File: src/rtl/axis_uart_rx.sv
// UART serial receiver presenting each received frame on a one-entry AXI-Stream master port.
// Optional build macro UART_RX_MAJORITY_VOTE_EN: 2-of-3 majority decision around each bit mid-point.
module axis_uart_rx #(
  parameter int DATA_WIDTH    = 8,
  parameter int DIVIDER_WIDTH = 32,
  parameter int SYNC_STAGES   = 2
) (
  input  logic                     clk_i,
  input  logic                     arstn_i,
  input  logic [DIVIDER_WIDTH-1:0] clk_divider_i,
  input  logic                     parity_odd_i,
  input  logic                     parity_even_i,
  input  logic                     rx_reset_i,
  input  logic                     uart_rx_i,
  output logic [DATA_WIDTH-1:0]    m_axis_tdata_o,
  output logic                     m_axis_tvalid_o,
  input  logic                     m_axis_tready_i,
  output logic                     parity_err_o,
  output logic                     frame_err_o,
  output logic                     overrun_o
);

  localparam int BCW = $clog2(DATA_WIDTH + 1);

  typedef enum logic [2:0] {
    IDLE   = 3'd0,
    START  = 3'd1,
    DATA   = 3'd2,
    PARITY = 3'd3,
    STOP   = 3'd4,
    WAIT   = 3'd5
  } state_t;

  state_t                   state;
  logic [SYNC_STAGES-1:0]   sync_q;
  logic                     rxs;
  logic [DIVIDER_WIDTH-1:0] neff;
  logic [DIVIDER_WIDTH-1:0] neff_in;
  logic [DIVIDER_WIDTH-1:0] cnt;
  logic [DIVIDER_WIDTH-1:0] start_pt;
  logic [DIVIDER_WIDTH-1:0] bit_pt;
  logic [BCW-1:0]           bit_cnt;
  logic [DATA_WIDTH-1:0]    shreg;
  logic                     par_odd;
  logic                     bit_val;
  logic                     exp_par;

  assign rxs     = sync_q[SYNC_STAGES-1];
  assign neff_in = (clk_divider_i < DIVIDER_WIDTH'(4)) ? DIVIDER_WIDTH'(4) : clk_divider_i;
  assign bit_pt  = neff - DIVIDER_WIDTH'(1);
  assign exp_par = par_odd ? ~^shreg : ^shreg;

`ifdef UART_RX_MAJORITY_VOTE_EN
  // Two previous rxs values; the decision lands one cycle after the nominal mid-point.
  logic [1:0] hist;

  always_ff @(posedge clk_i or negedge arstn_i) begin
    if (!arstn_i) begin
      hist <= 2'b11;
    end else if (rx_reset_i) begin
      hist <= 2'b11;
    end else begin
      hist <= {hist[0], rxs};
    end
  end

  assign bit_val  = (rxs & hist[0]) | (rxs & hist[1]) | (hist[0] & hist[1]);
  assign start_pt = neff >> 1;
`else
  assign bit_val  = rxs;
  assign start_pt = (neff >> 1) - DIVIDER_WIDTH'(1);
`endif

  // Handshake: a byte transfers on any rising edge with m_axis_tvalid_o & m_axis_tready_i
  // high; tvalid never drops and tdata never changes before that transfer.
  always_ff @(posedge clk_i or negedge arstn_i) begin
    if (!arstn_i) begin
      state           <= IDLE;
      sync_q          <= '1;
      neff            <= DIVIDER_WIDTH'(4);
      cnt             <= '0;
      bit_cnt         <= '0;
      shreg           <= '0;
      par_odd         <= 1'b0;
      m_axis_tdata_o  <= '0;
      m_axis_tvalid_o <= 1'b0;
      parity_err_o    <= 1'b0;
      frame_err_o     <= 1'b0;
      overrun_o       <= 1'b0;
    end else if (rx_reset_i) begin
      state           <= IDLE;
      sync_q          <= '1;
      neff            <= DIVIDER_WIDTH'(4);
      cnt             <= '0;
      bit_cnt         <= '0;
      shreg           <= '0;
      par_odd         <= 1'b0;
      m_axis_tdata_o  <= '0;
      m_axis_tvalid_o <= 1'b0;
      parity_err_o    <= 1'b0;
      frame_err_o     <= 1'b0;
      overrun_o       <= 1'b0;
    end else begin
      sync_q      <= {sync_q[SYNC_STAGES-2:0], uart_rx_i};
      frame_err_o <= 1'b0;
      overrun_o   <= 1'b0;
      if (m_axis_tvalid_o && m_axis_tready_i) begin
        m_axis_tvalid_o <= 1'b0;
      end

      case (state)
        IDLE: begin
          cnt     <= '0;
          bit_cnt <= '0;
          if (!rxs) begin
            neff  <= neff_in;
            state <= START;
          end
        end

        START: begin
          if (cnt == start_pt) begin
            cnt   <= '0;
            state <= bit_val ? IDLE : DATA;
          end else begin
            cnt <= cnt + DIVIDER_WIDTH'(1);
          end
        end

        DATA: begin
          if (cnt == bit_pt) begin
            cnt     <= '0;
            shreg   <= {bit_val, shreg[DATA_WIDTH-1:1]};
            bit_cnt <= bit_cnt + BCW'(1);
            if (bit_cnt == BCW'(DATA_WIDTH - 1)) begin
              // Parity mode is captured here so a later register write cannot split a frame.
              if (parity_odd_i || parity_even_i) begin
                par_odd <= parity_odd_i;
                state   <= PARITY;
              end else begin
                state <= STOP;
              end
            end
          end else begin
            cnt <= cnt + DIVIDER_WIDTH'(1);
          end
        end

        PARITY: begin
          if (cnt == bit_pt) begin
            cnt <= '0;
            if (bit_val != exp_par) begin
              parity_err_o <= 1'b1;
            end
            state <= STOP;
          end else begin
            cnt <= cnt + DIVIDER_WIDTH'(1);
          end
        end

        STOP: begin
          if (cnt == bit_pt) begin
            cnt <= '0;
            if (bit_val) begin
              if (!m_axis_tvalid_o || m_axis_tready_i) begin
                m_axis_tdata_o  <= shreg;
                m_axis_tvalid_o <= 1'b1;
              end else begin
                overrun_o <= 1'b1;
              end
              state <= IDLE;
            end else begin
              frame_err_o <= 1'b1;
              state       <= WAIT;
            end
          end else begin
            cnt <= cnt + DIVIDER_WIDTH'(1);
          end
        end

        WAIT: begin
          // A held-low (break) line must return high before a new start is accepted.
          cnt <= '0;
          if (rxs) begin
            state <= IDLE;
          end
        end

        default: state <= IDLE;
      endcase
    end
  end

endmodule

File: config.mk
export PLATFORM = sky130hd
export DESIGN_NAME = axis_uart_rx
export DESIGN_NICKNAME = d
export VERILOG_FILES = /design/src/rtl/axis_uart_rx.sv
export SDC_FILE = /design/constraint.sdc
export NUM_CORES = 1
export LEC_CHECK = 0
export ABC_AREA = 1
export BUFFER_PORTS_ARGS = -buffer_cell sky130_fd_sc_hd__buf_2
export CAP_MARGIN = 20
export CORE_MARGIN = 2
export CORE_UTILIZATION = 60
export DETAILED_ROUTE_END_ITERATION = 8
export GPL_TIMING_DRIVEN = 0
export PLACE_DENSITY_LB_ADDON = 0.3
export SETUP_SLACK_MARGIN = 0.5
export SLEW_MARGIN = 25
export SYNTH_ARGS = -nofsm -noshare
export SYNTH_HDL_FRONTEND = slang
export SYNTH_SLANG_ARGS = --single-unit
export TNS_END_PERCENT = 50
File: constraint.sdc
create_clock -name clk_i -period 4.6 [get_ports clk_i]
set_input_delay 0.46 -clock clk_i [delete_from_list [all_inputs] [get_ports clk_i]]
set_output_delay 0.46 -clock clk_i [all_outputs]
set_load 0.02 [all_outputs]
==> flow_summary.toml, run 1 <==
[cts]
clk_latency_ps = 370
clock_sinks = 94
h-tree-depth = 3
cts.path.max_buffers = 2
cts_tree = "done"
cts_buffers = 9
clkTransAtPathRegs_ps = 80
clockRootBuffer = "clkbuf_16"

[synthesis]
netlist_area_um2 = 7640
synth_compound_area_share_pct = 6.17
synth-xor-area-share_pct = 11.1
avgSynthCellArea_um2 = 6.44
yosysWarningCount = 0
ys_seq_elements = 94
muxShareOfSynthArea_pct = 0
synth-adder-area-share_pct = 0.818
syn_inst = 1186
synth_top_family_by_area = "simple AND/OR/NAND/NOR gates"
synth.distinct_cells = 36
synth-simple-area-share_pct = 42.7
yosysTopAreaCell = "dfrtp_1"
synthTopCellsByArea = "dfrtp_1 30%, nand2_1 19%, nor2_1 8.0%"
synth_top_area_share_pct = 29.8
yosysSeqAreaShare_pct = 30.8
syn_nets = 1230

[critical_path]
startpoint_type = "register"
cp.arrival_ps = 3620
ff2ff_path_depth = 16
worst_ep_required_time_ps = 4850
end_kind = "register"
reg2reg_slack_ps = 1230
crit_fanout = 10
path_class = "reg2reg"

[drt]
routed_wl_mm = 23.4
dr_total_vias = 7874
via_per_inst = 5.53
drc = 0
wl_per_cell_um = 16.4
dr.pass1.iters = 6
drt-initial-drc-count = 846
drtAntennaViolNets = 0

[place]
pre_cts_ws_ps = 1380
place_inst = 1408
port_buffers = 49
place_congestion = 1.07
dp.final_hpwl_mm = 18.7

[grt]
grt_pass1_wl_mm = 36.8
grt_util_all_layers_pct = 35.8
grt_pass1_vias = 7088
grt_max_degree = 75
overflow = 0
antenna_found_initial = 0

[timing]
final_hold_viol_count = 0
worst_slack_ps = 1230
period_share_pct = 73.3
max_freq_mhz = 296
worstMarginPinSlew_ps = 790
max_slew_margin_pct = 47.0
fin_tns_setup_ps = 0
skew_ps = 16.2
maxSlewViolCount = 0
finalSetupViolCount = 0
post-route-min-period_ps = 3370
rsz0062_at_grt = "no"

[hold_path]
holdPathStages = 2
hold_class = "in2reg"

[finish]
finalNetCount = 1292
antenna_cells = 0
fill_cells = 1216
synthToLayoutAreaGrowth_pct = 10.4
stdcell_count = 1425
layout-drive-gt1-share_pct = 10.1
most-common-layout-cells = "393 x nand2_1, 162 x nor2_1, 119 x inv_1"
final_util_pct = 67.4
mostFrequentLayoutCell = "nand2_1"

[power]
p_comb_share_pct = 32.1
power_w = 0.00245
p_int_w = 0.00149
vdd_drop_max_mv = 0.244
power_switching_w = 0.000961
pwr_density_cell_nw_per_um2 = 290
power.leakage_nw = 4.38
power.share.switching_pct = 39.2
power.share.clock_pct = 30.8
p_seq_share_pct = 37.1

[floorplanning]
die-area_um2 = 13700
io_pins = 51
core_area_um2 = 12500
row_count = 41
die_x_um = 117
start_util_pct = 61.1
die_h_um = 117

[job]
cap_violations = 0

[run_status]
status = "finished clean"
[cell families after synthesis]
| kind of cell | Yosys count |
|---|---|
| AND/OR/NAND/NOR | 744 |
| flip-flops | 94 |
| AO/OA/AOI/OAI | 84 |
| adder cells (fa/ha/maj) | 5 |
| buffers and inverters | 162 |
| XOR/XNOR | 97 |
[state kept, by name (all words and copies together), names as in the netlist, 2 cells and up]
signal / count
m_axis_tdata_o: 8
bit_cnt: 4
cnt: 32
state: 3
sync_q: 2
shreg: 8
neff: 32
[worst max-delay path, stage by stage, from the launching register on]
cell and delay (ps):
dfrtp_1 520, clkinv_1 420, ha_1 440, xnor2_1 210, or2_2 140, nand3_1 60, nor2_1 230, nand2_1 80
nor2_1 90, nand3_1 150, nor2_2 290, nand2_4 140, nand2_2 100, nand2_4 90, buf_6 160, nand2_1 70
nand2_1 60
[Yosys cell counts]
cell type and count:
a21oi_1 8, a22o_1 1, a31oi_1 1, a32o_1 1, buf_1 2, buf_2 3
buf_6 4, clkbuf_1 28, clkinv_1 5, dfrtp_1 91, dfstp_2 3, ha_1 5
inv_1 119, inv_2 1, nand2_1 393, nand2_2 8, nand2_4 6, nand3_1 86
nand3_2 2, nand3b_1 6, nand4_1 27, nand4_4 1, nor2_1 162, nor2_2 10
nor2_4 8, nor2_8 2, nor3_1 21, nor3b_1 2, nor4_1 6, o21ai_0 44
o21ai_1 17, o21ai_2 9, o21bai_1 3, or2_2 4, xnor2_1 35, xor2_1 62
[worst paths after layout]
check                                  startpoint                end
min in group asynchronous                 arstn_i             cnt[9]
worst min-delay path                    uart_rx_i          sync_q[0]
worst max-delay path                      neff[0]             cnt[4]
worst min register to register  m_axis_tdata_o[4]  m_axis_tdata_o[4]
worst max register to register            neff[0]             cnt[4]
max in group asynchronous                 arstn_i          sync_q[1]
[metrics by stage]
step	area [um^2]	hold slack (ps)
6_report	8440	284
3_3_place_gp	8100	501
5_1_grt	8440	288
2_1_floorplan	7640	164
3_5_place_dp	8140	331
4_1_cts	8440	285
[repair_timing]
item | in CTS | in global routing
resized for setup | 0 | 0
setup buffers | 0 | 0
setup endpoints to repair | 0 | 0
hold endpoints to repair | 19 | 0
hold buffers | 1 | 0
[metal layers]
layer	vias to the layer above	global-route usage (%)	routed length, um	part of all wire (%)
met5	-	0	0	0
met4	0	17.3	1220	5.2
met3	72	7.00	2140	9.2
met2	365	54.6	10200	44
met1	3586	48.9	9830	42
li1	3851	-	-	-
[area by class of cell]
class | instances | area [um^2] | share of cell area [%]
tap | 172 | 215 | 2.55
sequential | 94 | 2360 | 27.9
clock buffer | 9 | 225 | 2.67
clock inverter | 7 | 68.8 | 0.815
inverter | 125 | 469 | 5.56
timing repair buffer | 51 | 289 | 3.42
buffer | 37 | 173 | 2.05
multi-input combinational | 930 | 4650 | 55.0
[power by group through the flow]
stage / logic [W] / registers, W / clock network [W]
2_1_floorplan: 0.000562 / 0.000908 / 0
3_3_place_gp: 0.000757 / 0.000922 / 0
3_5_place_dp: 0.000770 / 0.000923 / 0
4_1_cts: 0.000773 / 0.000907 / 0.000757
5_1_grt: 0.000867 / 0.000914 / 0.000791
6_report: 0.000786 / 0.000909 / 0.000754
Note: power is estimated with default switching activity, not from simulation.
==> run 2, diff against run 1 <==
--- a/config.mk
+++ b/config.mk
@@ -9,7 +9,7 @@
 export BUFFER_PORTS_ARGS = -buffer_cell sky130_fd_sc_hd__buf_2
 export CAP_MARGIN = 20
 export CORE_MARGIN = 2
-export CORE_UTILIZATION = 60
+export CORE_UTILIZATION = 56
 export DETAILED_ROUTE_END_ITERATION = 8
 export GPL_TIMING_DRIVEN = 0
 export PLACE_DENSITY_LB_ADDON = 0.3
==> constraint.sdc (replaced) <==
create_clock -name clk_i -period 3 [get_ports clk_i]
set_input_delay 0.3 -clock clk_i [delete_from_list [all_inputs] [get_ports clk_i]]
set_output_delay 0.3 -clock clk_i [all_outputs]
set_load 0.02 [all_outputs]
==> run 2 against run 1 <==
Final area is 6.8% higher. Sequential power rose by 54%. Sequential share of layout area is 1.7 points lower. Largest power group is now combinational logic. Die area rose by 6.9%. Maximum frequency up 24%. Clock power is 55% higher. Non-clock buffer count up 18. Worst setup slack got worse by 950 ps. Power increased by 65%. Utilization increased by 0.39 points. Clock-buffer cell count unchanged.
==> flow_summary.toml, run 2 (synthesized netlist as in run 1, its figures left out) <==
[critical_path]
end_kind = "register"
r2r-start = "neff[2]"
ff2ff_path_depth = 20
startpoint_type = "register"
timing.rr.end = "cnt[14]"
crit_fanout = 7
worst_ep_required_time_ps = 3240
path_class = "reg2reg"
cp.arrival_ps = 2960
reg2reg_slack_ps = 280

[cts]
h-tree-depth = 3
cts_buffers = 9
cts.path.max_buffers = 2
clk_latency_ps = 360
clockRootBuffer = "clkbuf_16"
clock_sinks = 94
cts_tree = "done"
clkTransAtPathRegs_ps = 80

[grt]
grt_pass1_wl_mm = 39.0
antenna_found_initial = 0
grt_util_all_layers_pct = 35.0
grt_pass1_vias = 7486
overflow = 0
grt_max_degree = 71

[finish]
antenna_cells = 0
mostFrequentLayoutCell = "nand2_1"
synthToLayoutAreaGrowth_pct = 18.0
most-common-layout-cells = "362 x nand2_1, 140 x nor2_1, 116 x inv_1"
reg_top3 = "cnt x32, neff x32"
finalNetCount = 1310
layout-drive-gt1-share_pct = 17.5

[drt]
dr_total_vias = 7990
drc = 0
dr.pass1.iters = 6
drt-initial-drc-count = 883
wl_per_cell_um = 17.4
routed_wl_mm = 25.1
via_per_inst = 5.52
drtAntennaViolNets = 0

[timing]
max_freq_mhz = 368
maxSlewViolCount = 0
post-route-min-period_ps = 2720
worst_slack_ps = 281
skew_ps = 12.8
rsz0062_at_grt = "yes"
final_hold_viol_count = 0
timing.hold.ws_ps = 129
worstMarginPinSlew_ps = 767
max_slew_margin_pct = 48.7
finalSetupViolCount = 0
period_share_pct = 90.6

[power]
vdd_drop_max_mv = 0.419
pwr_density_cell_nw_per_um2 = 447
power.leakage_nw = 4.61

[place]
place_congestion = 1.00
port_buffers = 49
pre_cts_ws_ps = -166
dp.final_hpwl_mm = 19.1

[run_status]
status = "finished clean"

[hold_path]
min_from = "uart_rx_i"
holdPathStages = 2
hold_class = "in2reg"
whs_endpoint = "sync_q[0]"

[floorplanning]
die_h_um = 121
row_count = 42
start_util_pct = 57.5
io_pins = 51
die-area_um2 = 14600
core_area_um2 = 13300
die_x_um = 121

[job]
cap_violations = 0
-- run 2: cell count changes in the layout (fill, tap and decap cells not counted), sizes merged --
| cell | change |
|---|---|
| buf | +18 |
| clkinvlp | -2 |
| inv | +2 |
-- run 2: what timing repair did --
item                                    in CTS  in global routing
hold buffers                                 1                  0
endpoints found under the setup margin      89                 81
gates resized for setup                     75                 46
hold endpoints to repair                    24                  0
buffers inserted                            14                  0
pin swaps                                   24                 11
cloned                                       4                  0
-- run 2: metal layers --
layer  global-route usage [%]  part of all wire, %
met5                        0                    0
met4                     15.2                  4.4
met3                     5.42                  7.6
met2                     56.1                   47
met1                     47.0                   41
-- run 2: worst max path at each step --
| stage | slack (ps) | cells past startpoint | end | start |
|---|---|---|---|---|
| after CTS | 380 | 20 | cnt[14] | neff[2] |
| after global placement | -130 | 16 | cnt[14] | neff[0] |
| after global routing | 180 | 19 | m_axis_tdata_o[6] | neff[2] |
| after floorplan | 520 | 17 | shreg[7] | neff[2] |
| after detailed placement | -170 | 16 | cnt[2] | neff[0] |
| final | 280 | 20 | cnt[14] | neff[2] |
-- run 2: cell type report --
type	instances	area, um^2
Buffer	37	193
Clock buffer	9	225
Sequential cell	94	2360
Fill cell	1207	4280
Multi-Input combinational cell	930	4970
Tap cell	176	220
Inverter	125	480
Timing Repair Buffer	69	499
Clock inverter	7	73.8
-- run 2: critical path: stages (launching register included) --
cell and delay (ps):
dfstp_2 560, inv_4 50, ha_4 180, nand2_4 80
nand2_8 70, nor2_4 200, buf_12 140, nand3_2 70
nand2_1 90, nand2_1 50, nand2_1 60, nand2_1 50
nor2_1 110, nand2_1 90, nor2_4 210, nand2_4 120
nand2_4 100, nand2_8 90, buf_8 150, nand3_2 60
nand2_1 60
-- run 2: per-stage QoR --
stage	total power [W]	setup TNS, ps	instance area, um^2	util (%)	instances
after floorplan	0.00225	0	7650	-	1186
after global placement	0.00258	-4780	8110	61.0	1411
after detailed placement	0.00260	-6570	8150	61.3	1412
after CTS	0.00395	0	8870	66.8	1447
after global routing	0.00421	0	9020	67.8	1447
final	0.00403	0	9020	67.8	1447
-- run 2: power breakdown --
group | total [W] | internal (W) | switching, W
Combinational | 0.00146 | 0.000518 | 0.000941
Sequential | 0.00140 | 0.00132 | 0.0000828
Clock | 0.00117 | 0.000591 | 0.000583
==> run 3, diff against run 2 <==
--- a/config.mk
+++ b/config.mk
@@ -8,8 +8,10 @@
 export ABC_AREA = 1
 export BUFFER_PORTS_ARGS = -buffer_cell sky130_fd_sc_hd__buf_2
 export CAP_MARGIN = 20
+export CELL_PAD_IN_SITES_DETAIL_PLACEMENT = 0
+export CELL_PAD_IN_SITES_GLOBAL_PLACEMENT = 1
 export CORE_MARGIN = 2
-export CORE_UTILIZATION = 56
+export CORE_UTILIZATION = 40
 export DETAILED_ROUTE_END_ITERATION = 8
 export GPL_TIMING_DRIVEN = 0
 export PLACE_DENSITY_LB_ADDON = 0.3
==> run 3 against run 2 <==
Die area rose by 39%. Sequential share of layout area down 0.39 points. First-iteration DRC count shrank 23%. Critical path type unchanged. Largest cell class unchanged. Highest routed layer unchanged.
==> flow_summary.toml, run 3 (synthesized netlist as in run 1, its figures left out) <==
[run_status]
status = "finished clean"

[cts]
clock_sinks = 94
clkTransAtPathRegs_ps = 80
h-tree-depth = 3
clockRootBuffer = "clkbuf_16"
cts_tree = "done"
clk_latency_ps = 360
cts.path.max_buffers = 2
cts_buffers = 9

[critical_path]
startpoint = "neff[2]"
path_delay_family = "simple AND/OR/NAND/NOR gates"
cp.arrival_ps = 3040
crit_top_cell = "nand2_1"
crit_fanout = 6
critical_path.max_stage_delay_ps = 570
cp.buffers_inverters = 4
end_kind = "register"
path_class = "reg2reg"
startpoint_type = "register"
cpMaxStageDelayCell = "dfstp_2"
worst_ep_required_time_ps = 3260
path_cells = "inv_4 > ha_4 > inv_2 > nand2_1 > nand2_1 > nor2_2 > o21ai_1 > nor2_1 > nand2_1 > nor2_1 > nand2_1 > nor2_1 > nand2_1 > nor2_2 > nand3_2 > nand2_4 > nand2_8 > buf_6 > buf_6 > nand3_2 > nand2_1"
r2r-start = "neff[2]"

[drt]
drc = 0
drt-initial-drc-count = 677
wl_per_cell_um = 17.5
routed_wl_mm = 26.3
dr.pass1.iters = 5
drtAntennaViolNets = 0
dr_total_vias = 7776
via_per_inst = 5.17

[timing]
max_freq_mhz = 359
skew_ps = 13.9
worstMarginPinSlew_ps = 766
rsz0062_at_grt = "yes"
final_hold_viol_count = 0
post-route-min-period_ps = 2780
fin_tns_setup_ps = 0
maxSlewViolCount = 0
period_share_pct = 92.7
max_slew_margin_pct = 48.8
finalSetupViolCount = 0

[finish]
finalNetCount = 1310
reg_top3 = "cnt x32, neff x32"
synthToLayoutAreaGrowth_pct = 19.8
antenna_cells = 0
final_util_pct = 48.9
mostFrequentLayoutCell = "nand2_1"
most-common-layout-cells = "375 x nand2_1, 144 x nor2_1, 115 x inv_1"
layout-drive-gt1-share_pct = 17.2

[floorplanning]
die_h_um = 142
core_area_um2 = 18700
start_util_pct = 40.9
die_x_um = 142
row_count = 50
io_pins = 51
die-area_um2 = 20200

[job]
cap_violations = 0

[power]
vdd_drop_max_mv = 0.323
pwr_density_cell_nw_per_um2 = 445
power.leakage_nw = 4.59

[place]
dp.final_hpwl_mm = 20.7
place_congestion = 0.986
port_buffers = 49

[grt]
grt_util_all_layers_pct = 27.1
antenna_found_initial = 0
grt_pass1_wl_mm = 41.2
overflow = 0
grt_pass1_vias = 7328
grt_max_degree = 63

[hold_path]
min_from = "uart_rx_i"
hold_class = "in2reg"
-- run 3: changes by cell type in the layout (fill, tap and decap cells not counted), moves of 4 or more --
| cell | delta |
|---|---|
| o21ai_1 | -5 |
| nor2_1 | +4 |
| nor2_4 | +5 |
| nand3_1 | -6 |
| nand2_2 | -12 |
| nor2_2 | -9 |
| nand2_1 | +13 |
-- run 3: through the flow --
| stage | hold WS, ps | total power [W] | instances | setup slack [ps] | cell area (um^2) |
|---|---|---|---|---|---|
| 3_3_place_gp | 487 | 0.00262 | 1469 | -378 | 8180 |
| 3_5_place_dp | 227 | 0.00263 | 1470 | -372 | 8220 |
| 4_1_cts | 109 | 0.00401 | 1501 | 270 | 8930 |
| 6_report | 120 | 0.00407 | 1505 | 218 | 9150 |
| 5_1_grt | 120 | 0.00432 | 1505 | 55.5 | 9150 |
| 2_1_floorplan | 4.41 | 0.00225 | 1186 | 519 | 7650 |
-- run 3: final cells by class --
| class | instances | area (um^2) |
|---|---|---|
| plain buffers | 37 | 198 |
| multi-input cells | 930 | 5030 |
| inverters | 125 | 483 |
| fillers | 1954 | 9550 |
| flip-flops and latches | 94 | 2360 |
| clock buffers | 9 | 225 |
| clock inverters | 7 | 65.1 |
| well taps | 234 | 293 |
| repair buffers | 69 | 498 |
-- run 3: repair_timing --
action,CTS,global route
setup buffers,11,3
hold buffers,1,0
endpoints found under the hold margin,31,0
pin swaps,16,13
cloned,3,1
resized for setup,81,43
setup endpoints to repair,87,92
-- run 3: final timing paths --
check | slack, ps | to | cells after the start
max | 220 | cnt[1] | 21
min | 120 | sync_q[0] | 2
max reg2reg | 220 | cnt[1] | 21
min reg2reg | 510 | par_odd | 2
max in group asynchronous | 1930 | sync_q[1] | 3
min in group asynchronous | 390 | cnt[0] | 2
-- run 3: power breakdown --
group / total (W) / switching [W] / internal (W)
registers: 0.00140 / 0.0000792 / 0.00132
clock network: 0.00116 / 0.000576 / 0.000583
logic: 0.00152 / 0.000976 / 0.000543
-- run 3: layer usage --
layer	GRT usage (%)	wire (um)	vias up
met5	0	0	-
met4	11.5	1100	0
met3	2.73	1280	52
met2	42.5	11800	226
met1	38.0	12100	3614
li1	-	-	3884
